===== src/rtl/fifo_rd_upsizer_if.sv =====
// Bundles the FIFO read port, flush request and packed output stream of the upsizer.
// "master" is the upsizer side; "slave" is the surrounding FIFO/downstream environment.
interface fifo_rd_upsizer_if #(
  parameter int DSIZE = 8,
  parameter int RATIO = 4
);
  logic                   rempty;
  logic [DSIZE-1:0]       rdata;
  logic                   rinc;
  logic                   flush;
  logic                   o_valid;
  logic                   o_ready;
  logic [RATIO*DSIZE-1:0] o_data;
  logic [RATIO-1:0]       o_keep;
  logic                   busy;

  modport master (
    input  rempty, rdata, flush, o_ready,
    output rinc, o_valid, o_data, o_keep, busy
  );

  modport slave (
    output rempty, rdata, flush, o_ready,
    input  rinc, o_valid, o_data, o_keep, busy
  );
endinterface


===== src/rtl/fifo_rd_upsizer.sv =====
// Packs RATIO consecutive FIFO words into one wide word on a registered valid/ready stream.
// A flush forces out the partial word with a lane-keep mask.
module fifo_rd_upsizer #(
  parameter int DSIZE = 8,
  parameter int RATIO = 4
) (
  input  logic                 rclk,
  input  logic                 rrst_n,
  fifo_rd_upsizer_if.master    bus
);
  localparam int              CW       = $clog2(RATIO + 1);
  localparam int              WW       = RATIO * DSIZE;
  localparam logic [CW-1:0]   LAST     = CW'(RATIO - 1);
  localparam logic [RATIO-1:0] KEEP_ALL = '1;

  logic [CW-1:0]    idx_q, idx_d;
  logic [WW-1:0]    acc_q, acc_d;
  logic             flush_pend_q, flush_pend_d;
  logic             o_valid_q, o_valid_d;
  logic [WW-1:0]    o_data_q, o_data_d;
  logic [RATIO-1:0] o_keep_q, o_keep_d;

  logic             slot_free;
  logic             pop;
  logic             flush_eff;
  logic [CW-1:0]    cnt;
  logic [WW-1:0]    acc_new;
  logic [WW-1:0]    part_data;
  logic [RATIO-1:0] keep_part;

  assign slot_free = !o_valid_q || bus.o_ready;
  // The last lane may only be popped when the output register can take the full word.
  assign pop       = rrst_n && !bus.rempty && !flush_pend_q && ((idx_q != LAST) || slot_free);
  assign flush_eff = bus.flush || flush_pend_q;
  assign cnt       = idx_q + CW'(pop);

  generate
    for (genvar gi = 0; gi < RATIO; gi++) begin : g_lane
      assign acc_new[gi*DSIZE +: DSIZE] = (pop && (idx_q == CW'(gi))) ? bus.rdata
                                                                      : acc_q[gi*DSIZE +: DSIZE];
      assign keep_part[gi]               = (cnt > CW'(gi));
      assign part_data[gi*DSIZE +: DSIZE] = keep_part[gi] ? acc_new[gi*DSIZE +: DSIZE] : '0;
    end
  endgenerate

  always_comb begin
    idx_d        = idx_q;
    acc_d        = acc_new;
    flush_pend_d = flush_pend_q;
    o_valid_d    = o_valid_q;
    o_data_d     = o_data_q;
    o_keep_d     = o_keep_q;
    if (pop && (idx_q == LAST)) begin
      o_data_d     = acc_new;
      o_keep_d     = KEEP_ALL;
      o_valid_d    = 1'b1;
      idx_d        = '0;
      flush_pend_d = 1'b0;
      acc_d        = '0;
    end else if (flush_eff && (cnt != '0)) begin
      if (slot_free) begin
        o_data_d     = part_data;
        o_keep_d     = keep_part;
        o_valid_d    = 1'b1;
        idx_d        = '0;
        flush_pend_d = 1'b0;
        acc_d        = '0;
      end else begin
        flush_pend_d = 1'b1;
        idx_d        = cnt;
      end
    end else begin
      // An empty flush is simply dropped.
      if (flush_eff) begin
        flush_pend_d = 1'b0;
      end
      idx_d = cnt;
      if (o_valid_q && bus.o_ready) begin
        o_valid_d = 1'b0;
      end
    end
  end

  always_ff @(posedge rclk or negedge rrst_n) begin
    if (!rrst_n) begin
      idx_q        <= '0;
      acc_q        <= '0;
      flush_pend_q <= 1'b0;
      o_valid_q    <= 1'b0;
      o_data_q     <= '0;
      o_keep_q     <= '0;
    end else begin
      idx_q        <= idx_d;
      acc_q        <= acc_d;
      flush_pend_q <= flush_pend_d;
      o_valid_q    <= o_valid_d;
      o_data_q     <= o_data_d;
      o_keep_q     <= o_keep_d;
    end
  end

  assign bus.rinc    = pop;
  assign bus.o_valid = o_valid_q;
  assign bus.o_data  = o_data_q;
  assign bus.o_keep  = o_keep_q;
  assign bus.busy    = (idx_q != '0) || o_valid_q || flush_pend_q;
endmodule


===== src/flat_wrapper.sv =====
// flat-port wrapper written by rule: the top's interface ports become plain ports
module fifo_rd_upsizer_flat 
#(
  parameter int DSIZE = 8,
  parameter int RATIO = 4
)
  (rclk, rrst_n, bus_rempty, bus_rdata, bus_flush, bus_o_ready, bus_rinc, bus_o_valid, bus_o_data, bus_o_keep, bus_busy);
  fifo_rd_upsizer_if #(.DSIZE(DSIZE), .RATIO(RATIO)) bus_i ();
  input  logic rclk;
  input  logic rrst_n;
  input wire logic [$bits(bus_i.rempty)-1:0] bus_rempty;
  input wire logic [$bits(bus_i.rdata)-1:0] bus_rdata;
  input wire logic [$bits(bus_i.flush)-1:0] bus_flush;
  input wire logic [$bits(bus_i.o_ready)-1:0] bus_o_ready;
  output wire logic [$bits(bus_i.rinc)-1:0] bus_rinc;
  output wire logic [$bits(bus_i.o_valid)-1:0] bus_o_valid;
  output wire logic [$bits(bus_i.o_data)-1:0] bus_o_data;
  output wire logic [$bits(bus_i.o_keep)-1:0] bus_o_keep;
  output wire logic [$bits(bus_i.busy)-1:0] bus_busy;
  assign bus_i.rempty = bus_rempty;
  assign bus_i.rdata = bus_rdata;
  assign bus_i.flush = bus_flush;
  assign bus_i.o_ready = bus_o_ready;
  assign bus_rinc = bus_i.rinc;
  assign bus_o_valid = bus_i.o_valid;
  assign bus_o_data = bus_i.o_data;
  assign bus_o_keep = bus_i.o_keep;
  assign bus_busy = bus_i.busy;
  fifo_rd_upsizer #(.DSIZE(DSIZE), .RATIO(RATIO)) u_core (.rclk(rclk), .rrst_n(rrst_n), .bus(bus_i));
endmodule

===== config.mk =====
export PLATFORM = sky130hd
export DESIGN_NAME = fifo_rd_upsizer_flat
export DESIGN_NICKNAME = d
export VERILOG_FILES = /design/src/rtl/fifo_rd_upsizer_if.sv /design/src/rtl/fifo_rd_upsizer.sv /design/src/flat_wrapper.sv
export SDC_FILE = /design/constraint.sdc
export NUM_CORES = 1
export LEC_CHECK = 0
export CORE_ASPECT_RATIO = 1.75
export CORE_UTILIZATION = 52
export DETAILED_ROUTE_END_ITERATION = 8
export PLACE_DENSITY = 0.89
export SLEW_MARGIN = 20
export SYNTH_ARGS = -nofsm -noshare
export SYNTH_HDL_FRONTEND = slang
export SYNTH_SLANG_ARGS = --single-unit

===== constraint.sdc =====
create_clock -name rclk -period 2.9 [get_ports rclk]
set_input_delay 0.87 -clock rclk [delete_from_list [all_inputs] [get_ports rclk]]
set_output_delay 0.87 -clock rclk [all_outputs]
set_load 0.05 [all_outputs]

==> summary.md <==
| Metric | Value |
|---|---|
| Clock Skew | `4.717 ps` |
| Crit-path cells | `clkdlybuf4s50_1, nand2b_4, o311a_4, buf_6, buf_12` |
| WL final | `6875 microns` |
| Total gr overflow | `0` |
| Slew of the pin with the lowest slew margin | `569.8 ps` |
| Pwr dens | `around 1100 nW/um^2` |
| Vias/cell | `between 5 and 6` |
| Number of cells produced by synthesis | `230` |
| Maximum vdd drop | `0.0006983 V` |
| DP HPWL | `4707 microns` |
| Worst setup EP type | `output port` |
| Multi-input logic area | `1116 sq um` |
| Final nets | `319` |
| Chip Width | `between 50 and 60 microns` |
| Post-synthesis async set-or-reset flop share | `100.0%` |
| DRT antenna net count | `0` |
| Failing checks | `design-rule violations` |
| CTS root buf | `clkbuf_8` |
| Worst Hold Class | `reg -> reg` |
| Syn_nets | `~250` |
| Tot GR Track Use | `between 20% and 30%` |
| Fin. Hold Viols | `0` |
| Number of fill cells in the layout | `363` |
| Max Clock Freq | `346.2 MHz` |
| Slowest cell on the critical path | `clkdlybuf4s50_1` |
| Share of layout cells above drive strength 1 | `between 10% and 20%` |
| Clk network pwr share | `roughly a fifth` |
| Peak fanout along the critical path | `2` |
| Net Sw Power | `approximately 1.8 mW` |
| Worst Slack Setup Final | `11.11 ps` |
| I/O Pins | `52` |
| Num CTS Buffers | `9` |
| Yosys warns | `0` |
| Routed WL per cell | `roughly 18 microns` |
| Final Hold Slack | `~470 ps` |
| Worst path max stage delay | `410 ps` |
| Initial antenna violation count | `0` |
| Final Core Density | `72.06%` |
| Crit Path Category | `in -> out` |
| Sequential cell area fraction in the yosys report | `61.79%` |
| Combinational cell fraction of total power | `47.0%` |
| Final setup violation count | `0` |
| Post-Syn Area | `2957 sq um` |
| First-pass GRT wire length | `10,830 microns` |
| Antenna cells | `0` |
| Sw frac | `between 40% and 50%` |
| Placed insts | `369` |
| Share of power burned in registers | `33.6%` |
| Clock input transition at the sequential cells of the worst setup and hold paths | `70 ps` |
| Leakage | `1.985 nW` |
| Distinct cells, synth | `32` |
| Slew HR | `61.89%` |
| Core Area | `around 5500 sq um` |
| CP top delay family | `buffers and inverters` |
| Largest net degree at the start of global routing | `34` |
| Final min period | `2889 ps` |
| Critical Path RT | `2030 ps` |
| Worst skew pair latency | `around 350 ps` |
| RSZ-0062 raised after global routing | `no` |
| Die ar. | `6003 sq um` |
| Synth Area per Inst | `12.85 sq um` |
| Worst Setup Start Kind | `input pin` |
| Placed cell area | `3771 sq um` |
| R2R setup slack | `390 ps` |
| Max-cap viol count | `0` |
| Max-slew violation count | `0` |
| TritonCTS Sinks | `73` |
| Top_reg_cell synth | `dfrtp_1` |
| Drt first pass iters | `6` |
| Status | `complete, but fails checks` |
| CTS tree | `yes` |
| CTS max path bufs | `2` |
| Design area | `around 4000 sq um` |
| Int Pwr | `2.586 mW` |
| Number of buffers and inverters on the critical path | `3` |
| Post-Layout Cell Count | `384` |
| FF+latch count, synth | `73` |
| Remaining routing DRC violations | `2` |
| 1st-iter DRT viols | `112` |
| Post-CTS Hold Buffers | `0` |
| Reg area | `1827 sq um` |
| Site Rows | `36` |
| Starting density of the core | `53.36%` |
| Htree depth | `3` |
| Area Overhead vs Synth | `35.04%` |
| Port buffer count | `51` |
| Pre-CTS setup slack | `-379.4 ps` |
| DR vias | `between 2,000 and 2,500` |
| Postcts setup bufs | `0` |
| EDFF count, synth | `0` |
| Period Utilization, post-route | `99.62%` |
| GP Congestion | `0.8398` |
| Die Y-Extent | `101.8 microns` |
| Crit path DAT | `2020 ps` |
| Vias in the first global route | `~2,100` |
metrics by stage:
| stage | total power [mW] | setup TNS, ps |
|---|---|---|
| after floorplan | 2.754 | 0 |
| after global placement | 3.452 | -9734 |
| after detailed placement | 3.511 | -13210 |
| after CTS | 4.376 | 0 |
| after global routing | 4.561 | 0 |
| final | 4.358 | 0 |
logic make-up (layout without fill, tap and decap cells):
logic type / count (synthesis) / count (layout) / synth area share (%)
buf+inv: 14 / 92 / 2.666
simple gates: 57 / 57 / 9.691
flops: 73 / 73 / 61.79
xor+xnor: 1 / 1 / 0.5503
mux: 32 / 32 / 11.17
fa+ha+maj: 2 / 2 / 0.8462
compound gates: 51 / 51 / 13.29
power by group through the flow:
stage	logic (mW)	registers (mW)	clock network, mW
after floorplan	0.750	2.00	0
after global placement	1.99	1.47	0
after detailed placement	2.03	1.48	0
after CTS	2.05	1.47	0.864
after global routing	2.16	1.49	0.908
final	2.05	1.46	0.849
registers in the layout, summed over array words and instances, names as in the netlist:
| name | count |
|---|---|
| u_core.flush_pend_q | 1 |
| u_core.bus.o_valid | 1 |
| u_core.idx_q | 3 |
| u_core.acc_q | 32 |
| u_core.bus.o_data | 32 |
| u_core.bus.o_keep | 4 |
synthesized netlist by cell type, types with 2 or more instances:
library cell   n  share of area [%]
a211oi_1       8                2.0
a21oi_1        8                1.4
a21oi_2        3               0.89
a22o_1         8                2.4
and2_1         2               0.42
and3_1         8                1.7
buf_2          3               0.51
buf_4          4                1.0
clkbuf_1       3               0.38
dfrtp_1       73                 62
ha_1           2               0.85
inv_1          2               0.25
mux2_2         8                3.0
mux2i_1       24                8.1
nand2_1        7               0.89
nand2b_1       3               0.63
nand3b_1       2               0.51
nand4_1        2               0.42
nor2_1        29                3.7
o21a_1         2               0.51
o21ai_0        3               0.51
o2bb2ai_1     16                4.7
metal layers:
layer,share of wire (%),track usage (%),vias up
li1,-,-,980
met1,40,31.08,1076
met2,53,40.73,59
met3,3.6,5.747,17
met4,3.1,13.37,0
met5,0,0,-
path summary, 6_finish.rpt:
check,from,to,cells past startpoint
setup / recovery,bus_o_ready,bus_rinc,5
hold / removal,u_core.bus.o_keep[0],u_core.bus.o_keep[0],1
setup reg to reg,u_core.idx_q[0],u_core.acc_q[26],10
hold reg to reg,u_core.bus.o_keep[0],u_core.bus.o_keep[0],1
max in group asynchronous,rrst_n,u_core.acc_q[11],2
min in group asynchronous,rrst_n,u_core.bus.o_data[25],2
area by class of cell:
cell class | count | share of cell area, %
Inverter | 2 | 0.1880
Sequential cell | 73 | 45.75
Clock inverter | 3 | 1.630
Tap cell | 76 | 2.382
Clock buffer | 12 | 3.635
Timing Repair Buffer | 75 | 18.46
Multi-Input combinational cell | 143 | 27.95
what timing repair did:
| action | 4_1_cts | 5_1_grt |
|---|---|---|
| gates resized for setup | 1 | 1 |
| endpoints found under the setup margin | 5 | 1 |
| hold endpoints to repair | 0 | 0 |
cells in the final DEF (no fill, tap or decap), types with 10 or more instances in the layout:
cell / netlist / routed
dfrtp_1: 73 / 73
clkdlybuf4s50_1: 0 / 49
mux2i_1: 24 / 24
nor2_1: 29 / 29
clkbuf_8: 0 / 10
o2bb2ai_1: 16 / 16
buf_4: 4 / 20
No activity file was read; power rests on OpenSTA's default activity.
